<file path="src/rtl/query_page_reader.sv">
// query_page_reader: pulls page-finish commands and data beats from two
// FIFOs and streams each page downstream as a valid/ready beat sequence.
//
// Ports
//   clk, rst                 clock; asynchronous active-low reset
//   cmd_fifo_empty/rd_en/dout   command FIFO (dout valid the cycle after
//                               rd_en; [31:0] dest_addr, [47:32] beat_cnt)
//   data_fifo_empty/rd_en/dout  data FIFO (dout valid the cycle after rd_en)
//   out_valid/ready/data/last/addr  downstream beat stream
//   busy         high in every state except IDLE
//   page_done    one-cycle pulse when a page completes
//   pages_done   completed-page counter (wraps)
//   pad_beats    stripped pad-beat counter (saturating)
//   err_zero_len sticky flag: a command arrived with beat_cnt = 0
//
// Build option: define QPR_PAD_STRIP_EN to drop beats whose low word equals
// PAD_WORD instead of forwarding them; otherwise pad_beats stays 0.

`timescale 1ns/1ps

module query_page_reader #(
    parameter logic [31:0] PAD_WORD = 32'h454E4444,
    parameter int unsigned CNT_W    = 32
) (
    input  logic             clk,
    input  logic             rst,
    input  logic             cmd_fifo_empty,
    output logic             cmd_fifo_rd_en,
    input  logic [127:0]     cmd_fifo_dout,
    input  logic             data_fifo_empty,
    output logic             data_fifo_rd_en,
    input  logic [255:0]     data_fifo_dout,
    output logic             out_valid,
    input  logic             out_ready,
    output logic [255:0]     out_data,
    output logic             out_last,
    output logic [31:0]      out_addr,
    output logic             busy,
    output logic             page_done,
    output logic [CNT_W-1:0] pages_done,
    output logic [15:0]      pad_beats,
    output logic             err_zero_len
);

`ifdef QPR_PAD_STRIP_EN
    localparam bit StripPad = 1'b1;
`else
    localparam bit StripPad = 1'b0;
`endif

    typedef enum logic [2:0] {
        IDLE,
        CMD_REQ,
        CMD_CAP,
        DATA_REQ,
        DATA_CAP,
        DATA_OUT,
        DONE
    } state_t;

    state_t             state_q, state_d;
    logic [255:0]       data_q, data_d;
    logic [31:0]        addr_q, addr_d;
    logic [15:0]        rem_q, rem_d;
    logic [CNT_W-1:0]   pages_q, pages_d;
    logic [15:0]        pad_q, pad_d;
    logic               err_q, err_d;

    logic [15:0]        cmd_cnt;
    logic               is_pad;

    assign cmd_cnt = cmd_fifo_dout[47:32];
    assign is_pad  = (data_fifo_dout[31:0] == PAD_WORD);

    // Command word bits above beat_cnt carry nothing for this block.
    logic unused_cmd_bits;
    assign unused_cmd_bits = ^cmd_fifo_dout[127:48];

    always_ff @(posedge clk or negedge rst) begin
        if (!rst) begin
            state_q <= IDLE;
            data_q  <= '0;
            addr_q  <= '0;
            rem_q   <= '0;
            pages_q <= '0;
            pad_q   <= '0;
            err_q   <= 1'b0;
        end else begin
            state_q <= state_d;
            data_q  <= data_d;
            addr_q  <= addr_d;
            rem_q   <= rem_d;
            pages_q <= pages_d;
            pad_q   <= pad_d;
            err_q   <= err_d;
        end
    end

    always_comb begin
        state_d         = state_q;
        data_d          = data_q;
        addr_d          = addr_q;
        rem_d           = rem_q;
        pages_d         = pages_q;
        pad_d           = pad_q;
        err_d           = err_q;
        cmd_fifo_rd_en  = 1'b0;
        data_fifo_rd_en = 1'b0;

        unique case (state_q)
            IDLE: begin
                if (!cmd_fifo_empty) begin
                    state_d = CMD_REQ;
                end
            end

            // Gated on empty as well so a strobe can never hit an empty FIFO.
            CMD_REQ: begin
                if (!cmd_fifo_empty) begin
                    cmd_fifo_rd_en = 1'b1;
                    state_d        = CMD_CAP;
                end
            end

            CMD_CAP: begin
                addr_d = cmd_fifo_dout[31:0];
                rem_d  = cmd_cnt;
                if (cmd_cnt == 16'd0) begin
                    err_d   = 1'b1;
                    state_d = IDLE;
                end else begin
                    state_d = DATA_REQ;
                end
            end

            DATA_REQ: begin
                if (!data_fifo_empty) begin
                    data_fifo_rd_en = 1'b1;
                    state_d         = DATA_CAP;
                end
            end

            // remaining is non-zero here, so the decrement cannot wrap.
            DATA_CAP: begin
                rem_d = rem_q - 16'd1;
                if (StripPad && is_pad) begin
                    if (pad_q != 16'hFFFF) begin
                        pad_d = pad_q + 16'd1;
                    end
                    state_d = (rem_q == 16'd1) ? DONE : DATA_REQ;
                end else begin
                    data_d  = data_fifo_dout;
                    state_d = DATA_OUT;
                end
            end

            DATA_OUT: begin
                if (out_ready) begin
                    state_d = (rem_q != 16'd0) ? DATA_REQ : DONE;
                end
            end

            DONE: begin
                pages_d = pages_q + CNT_W'(1);
                state_d = IDLE;
            end

            default: begin
                state_d = IDLE;
            end
        endcase
    end

    assign out_valid    = (state_q == DATA_OUT);
    assign out_last     = (state_q == DATA_OUT) && (rem_q == 16'd0);
    assign out_data     = data_q;
    assign out_addr     = addr_q;
    assign busy         = (state_q != IDLE);
    assign page_done    = (state_q == DONE);
    assign pages_done   = pages_q;
    assign pad_beats    = pad_q;
    assign err_zero_len = err_q;

endmodule

</file>
<file path="config.mk">
export PLATFORM = sky130hd
export DESIGN_NAME = query_page_reader
export DESIGN_NICKNAME = d
export VERILOG_FILES = /design/src/rtl/query_page_reader.sv
export SDC_FILE = /design/constraint.sdc
export NUM_CORES = 1
export LEC_CHECK = 0
export CORE_AREA = 2 2 286 288
export CTS_CLUSTER_SIZE = 30
export DETAILED_ROUTE_END_ITERATION = 6
export DIE_AREA = 0 0 288 290
export SYNTH_ARGS = -nofsm -noshare
export SYNTH_HDL_FRONTEND = slang
export SYNTH_SLANG_ARGS = --single-unit
</file>
<file path="constraint.sdc">
create_clock -name clk -period 2 [get_ports clk]
set_clock_uncertainty 0.05 [all_clocks]
set_input_delay 0.4 -clock clk [delete_from_list [all_inputs] [get_ports clk]]
set_output_delay 0.4 -clock clk [all_outputs]
set_load 0.01 [all_outputs]
</file>
==> After elaboration in Yosys (flattened, before gate mapping) <==
Index checks and enable logic that the tools add are counted.
{ "totals": {"out_inout_bits": 343, "wordCells": 39, "reg_bits": 340, "inputBits": 389} }
{ "op_classes": {"n_eq_ne": 10, "n_addsub": 2, "n_mux": 12, "reduce_logical": 9} }
{ "op_table": {"columns": ["operator", "n"], "rows": [
  ["$add A32 B1 Y32 const B", 1],
  ["$logic_not A16 Y1", 2],
  ["$pmux W16 S2", 1],
  ["$pmux W3 S6", 1],
  ["$reduce_bool A16 Y1", 1],
  ["$sub A16 B1 Y16 const B", 1],
  ["$mux W3", 5],
  ["$eq A3 B3 Y1 const B", 3],
  ["$eq A3 B2 Y1 const B", 2],
  ["$ne A2 B2 Y1 const B", 3],
  ["$mux W1", 4],
  ["$reduce_and A4 Y1", 1],
  ["$eq A3 B1 Y1 const B", 1],
  ["$logic_not A3 Y1", 1],
  ["$reduce_bool A3 Y1", 1],
  ["$mux W2", 1],
  ["$ne A2 B1 Y1 const B", 1],
  ["$reduce_and A2 Y1", 1],
  ["$reduce_bool A2 Y1", 1],
  ["$logic_and A1 B1 Y1", 1]
]} }

==> Logic depth before layout (Yosys ltp) <==
{ "depth": {"depth_word": 4, "ltp_mapped": 7, "mapped_depth_nobuf": 6} }

==> Worst setup path after synthesis <==
Ideal clock, no wire load.
{ "synth_path": {"path_kind": "register -> output", "from": "register rem_q[7]", "to": "output out_last", "slack_ns": 0.205, "path_buffers": 0, "path_stages_with_launch": 4, "t_arrival_ns": 1.345, "t_required_ns": 1.550, "cell_sequence": "dfrtp_1 nor4_4 and4_2 and3_1"} }
{ "synth_via": {"elab_chain_len": 2} }
{ "synth_rtl": {"columns": ["item", "line", "rtl"], "rows": [
  ["start: declaration", "64", "logic [15:0] rem_q, rem_d;"],
  ["start signal: assignment", "92", "rem_q <= rem_d;"],
  ["$logic_not A16 Y1", "175", "assign out_last = (state_q == DATA_OUT) && (rem_q == 16'd0);"],
  ["$logic_and A1 B1 Y1", "175", null],
  ["end: declaration", "36", "output logic out_last,"]
]} }
No other way between the ends.

==> Final worst setup path <==
{ "layout_path": {"from": "register rem_q[0]", "to": "output out_last"} }
The elaborated chain is that of the path after synthesis.

==> flow_summary.yaml <==
clock_network:
  root_buffer: "clkbuf_16"
  cts.sinks: 340
  clk_path_buf_depth: 3
  cts_tree: "yes"
  htree_levels: 2
  cts_made_buffers: 42
  clkTransAtPathRegs_ps: 60
  clock_latency_ps: 550
min_path:
  holdPathEnd: "out_data[154]"
  hp-class: "primary input to flop"
  hold_depth: 3
  holdCritStartpoint: "data_fifo_dout[154]"
layout:
  drive_gt1_share_pct: 10.7
  nets: 2625
  postLayoutCoreUtil_pct: 29.7
  layout-area-overhead-vs-synth_pct: 74.8
  fin_area_mm2: 0.0238
  final.fill_count: 8447
sta:
  fin_crit_ps: 2400
  finalHoldViolations: 0
  final-setup-viol-count: 4
  rsz0062_at_grt: "yes"
  layout_setup_ws_ps: -402
  period_share_pct: 120
  slew_viol_final: 0
  whs_ps: 313
  worst_pin_slew_ps: 596
  slew_headroom_pct: 60.2
  fmax_mhz: 416
  tns_ps: -626
yosys:
  synthesis.area_mm2: 0.0136
  synthDistinctLibCells: 56
  async_flop_share_pct: 100
  ys.flop_type: "dfrtp_1"
  synthMuxAreaShare_pct: 0.0826
  yosysWarnings: 0
  synth-seq-cells: 340
  synth_compound_area_share_pct: 1.86
  synthTopCellsByArea: "dfrtp_1, nand2_1, buf_2, xnor2_1, buf_4"
  avgSynthCellArea_um2: 9.04
  yosysSeqAreaShare_pct: 62.4
  synth_top_area_share_pct: 62.4
  synth_top_family_by_area: "simple AND/OR/NAND/NOR gates"
  synthXorXnorAreaFrac_pct: 2.06
  synth_edf_count: 0
  yosys.area.top_type: "dfrtp_1"
  syn_inst: 1508
  synthAdderAreaFrac_pct: 0.275
  synthSimpleGateAreaFrac_pct: 29.8
outcome:
  violations: "setup timing"
  run_status: "complete, but fails checks"
power:
  intPower_mw: 23.5
  p_leak_nw: 11.4
  switchingPower_mw: 12.5
  p_per_area_mw_per_mm2: 1510
  clkPwrFrac_pct: 23.1
  pwr-share-comb_pct: 43.9
  sw_frac_of_total_pct: 34.8
  seqPwrFrac_pct: 32.9
  worst_ir_drop_vdd_v: 0.000737
floorplanning:
  die_y_um: 290
  die-area_mm2: 0.0835
  row_count: 104
  pin_count: 732
  die_width_um: 288
  core_mm2: 0.0802
  start_util_pct: 17.0
grt:
  grt_max_degree: 82
  grt_overflow_total: 0
  grt_pass1_vias: 12500
  antenna_found_initial: 0
  grt_pass1_wl_um: 77300
  track_usage_pct: 12.0
drt:
  drtAntennaViolNets: 0
  wire_per_inst_um: 16.2
  wl_um: 54000
  drt_iter0_drc: 535
  via_per_inst: 3.79
  drtPass1Iterations: 5
  via_count: 12600
  drcViolationCount: 0
critical_path:
  crit_required_ps: 1550
  crit_arrival_ps: 1950
  cpMaxStageDelayCell: "dfrtp_1"
  startpoint_type: "flop"
  cp-end-kind: "output port"
  reg2reg_from: "state_q[2]"
  r2r_cells: 7
  max_stage_delay_ps: 390
  r2r_slack_ps: 60
  reg2reg_to: "out_data[123]"
  crit_type: "flop to output port"
  crit_path_max_fanout: 2
  crit_chain: "inv_2 -> ha_4 -> nor4b_4 -> and4_4 -> and3_4 -> buf_6"
flow_run:
  cap_viol_max_count: 0
place:
  place_ws_ps: -458
  place_hpwl_um: 38900
  place_area_mm2: 0.0218
  io_buffers: 635
  gp_congestion: 0.818
synth_stat cells (all sizes together) (3+ instances only):
| master | n |
|---|---|
| dfrtp | 340 |
| nand2 | 895 |
| nor2 | 16 |
| nand3 | 20 |
| buf | 71 |
| nor2b | 4 |
| clkbuf | 17 |
| and3 | 6 |
| and4 | 3 |
| inv | 6 |
| xor2 | 7 |
| nor3b | 4 |
| nor4 | 12 |
| or3b | 3 |
| nand4 | 20 |
| nand2b | 3 |
| nor3 | 7 |
| a21oi | 3 |
| xnor2 | 25 |
| o211ai | 8 |
| and2 | 4 |
| o21ai | 3 |
| ha | 3 |
sequential cells by signal, indices dropped and copies added, names as in the netlist:
| signal | count |
|---|---|
| err_zero_len | 1 |
| rem_q | 16 |
| out_data | 256 |
| pages_done | 32 |
| state_q | 3 |
| out_addr | 32 |
layout make-up:
class / instances / area (um2) / share of cell area (%)
multi-input combinational: 1089 / 4880 / 20.5
clock buffer: 56 / 1200 / 5.05
timing repair buffer: 754 / 7570 / 31.8
tap: 1060 / 1330 / 5.56
inverter: 6 / 26.3 / 0.110
clock inverter: 20 / 308 / 1.29
antenna: 1 / 2.50 / 0.0105
sequential: 340 / 8510 / 35.7
logic make-up after synthesis:
| family | after synthesis |
|---|---|
| compound gates | 33 |
| xor+xnor | 32 |
| fa+ha+maj | 3 |
| buf+inv | 94 |
| flops | 340 |
| mux | 1 |
| other cells | 1 |
| simple gates | 1004 |
worst max-delay path, delay by kind of cell, from the launching register on:
family,cells,cell delay [ps]
adders and majority gates,1,130
DFF,1,390
and+or+nand+nor,3,710
buffers and inverters,2,180
what timing repair did:
| item | in CTS | in global routing |
|---|---|---|
| resized for setup | 117 | 39 |
| cloned | 0 | 7 |
| endpoints found under the setup margin | 67 | 127 |
| buffers inserted | 10 | 9 |
| endpoints found under the hold margin | 38 | 0 |
| hold buffers | 1 | 0 |
| pin swaps | 6 | 12 |
worst max-delay path by stage:
stage,start,to,slack (ps),depth (start not counted)
5_1_grt,rem_q[1],out_last,-520,6
3_5_place_dp,rem_q[0],out_last,-460,6
2_1_floorplan,rem_q[7],out_last,210,3
4_1_cts,rem_q[1],out_last,-450,6
3_3_place_gp,rem_q[1],out_last,-450,6
6_report,rem_q[0],out_last,-400,6
per-stage QoR:
stage	instances	power (mW)
final	3326	36.0
after global routing	3325	38.4
after CTS	3311	36.1
after detailed placement	3225	27.4
after global placement	3225	27.2
after floorplan	1523	17.8
layout by cell type (no fill, tap or decap), drive strengths merged, types with 3 or more instances in the layout:
cell           instances
clkbuf                62
inv                   10
and3                   6
clkdlybuf4s50        556
nor4                  12
bufinv                 7
conb                  16
and2                   4
dlymetal6s2s          12
nor2b                  4
nor2                  16
clkinv                 7
xnor2                 25
dlygate4sd2           60
xor2                   7
nor3b                  4
o211ai                 8
nand4                 20
dfrtp                340
or3b                   3
ha                     3
nand3                 20
nand2b                 3
a21oi                  3
o21ai                  3
and4                   3
nand2                895
nor3                   7
buf                  119
power by group through the flow:
stage / Sequential (mW) / Clock [mW] / Combinational, mW
floorplan: 13.3 / 0 / 4.53
global placement: 11.8 / 0 / 15.4
detailed placement: 11.9 / 0 / 15.5
CTS: 11.9 / 8.63 / 15.6
global route: 12.2 / 8.89 / 17.2
finish: 11.9 / 8.33 / 15.8
layer usage:
metal  wire length, um  vias to the layer above  share of wire (%)  GRT usage (%)
met1             23300                     5970                 43           15.1
met5                 0                        -                  0              0
met4              1430                        0                2.6           3.79
met2             25600                      405                 47           19.9
li1                  -                     6141                  -              -
met3              3720                       78                6.9           3.09
Power figures use the tool's default switching activity.
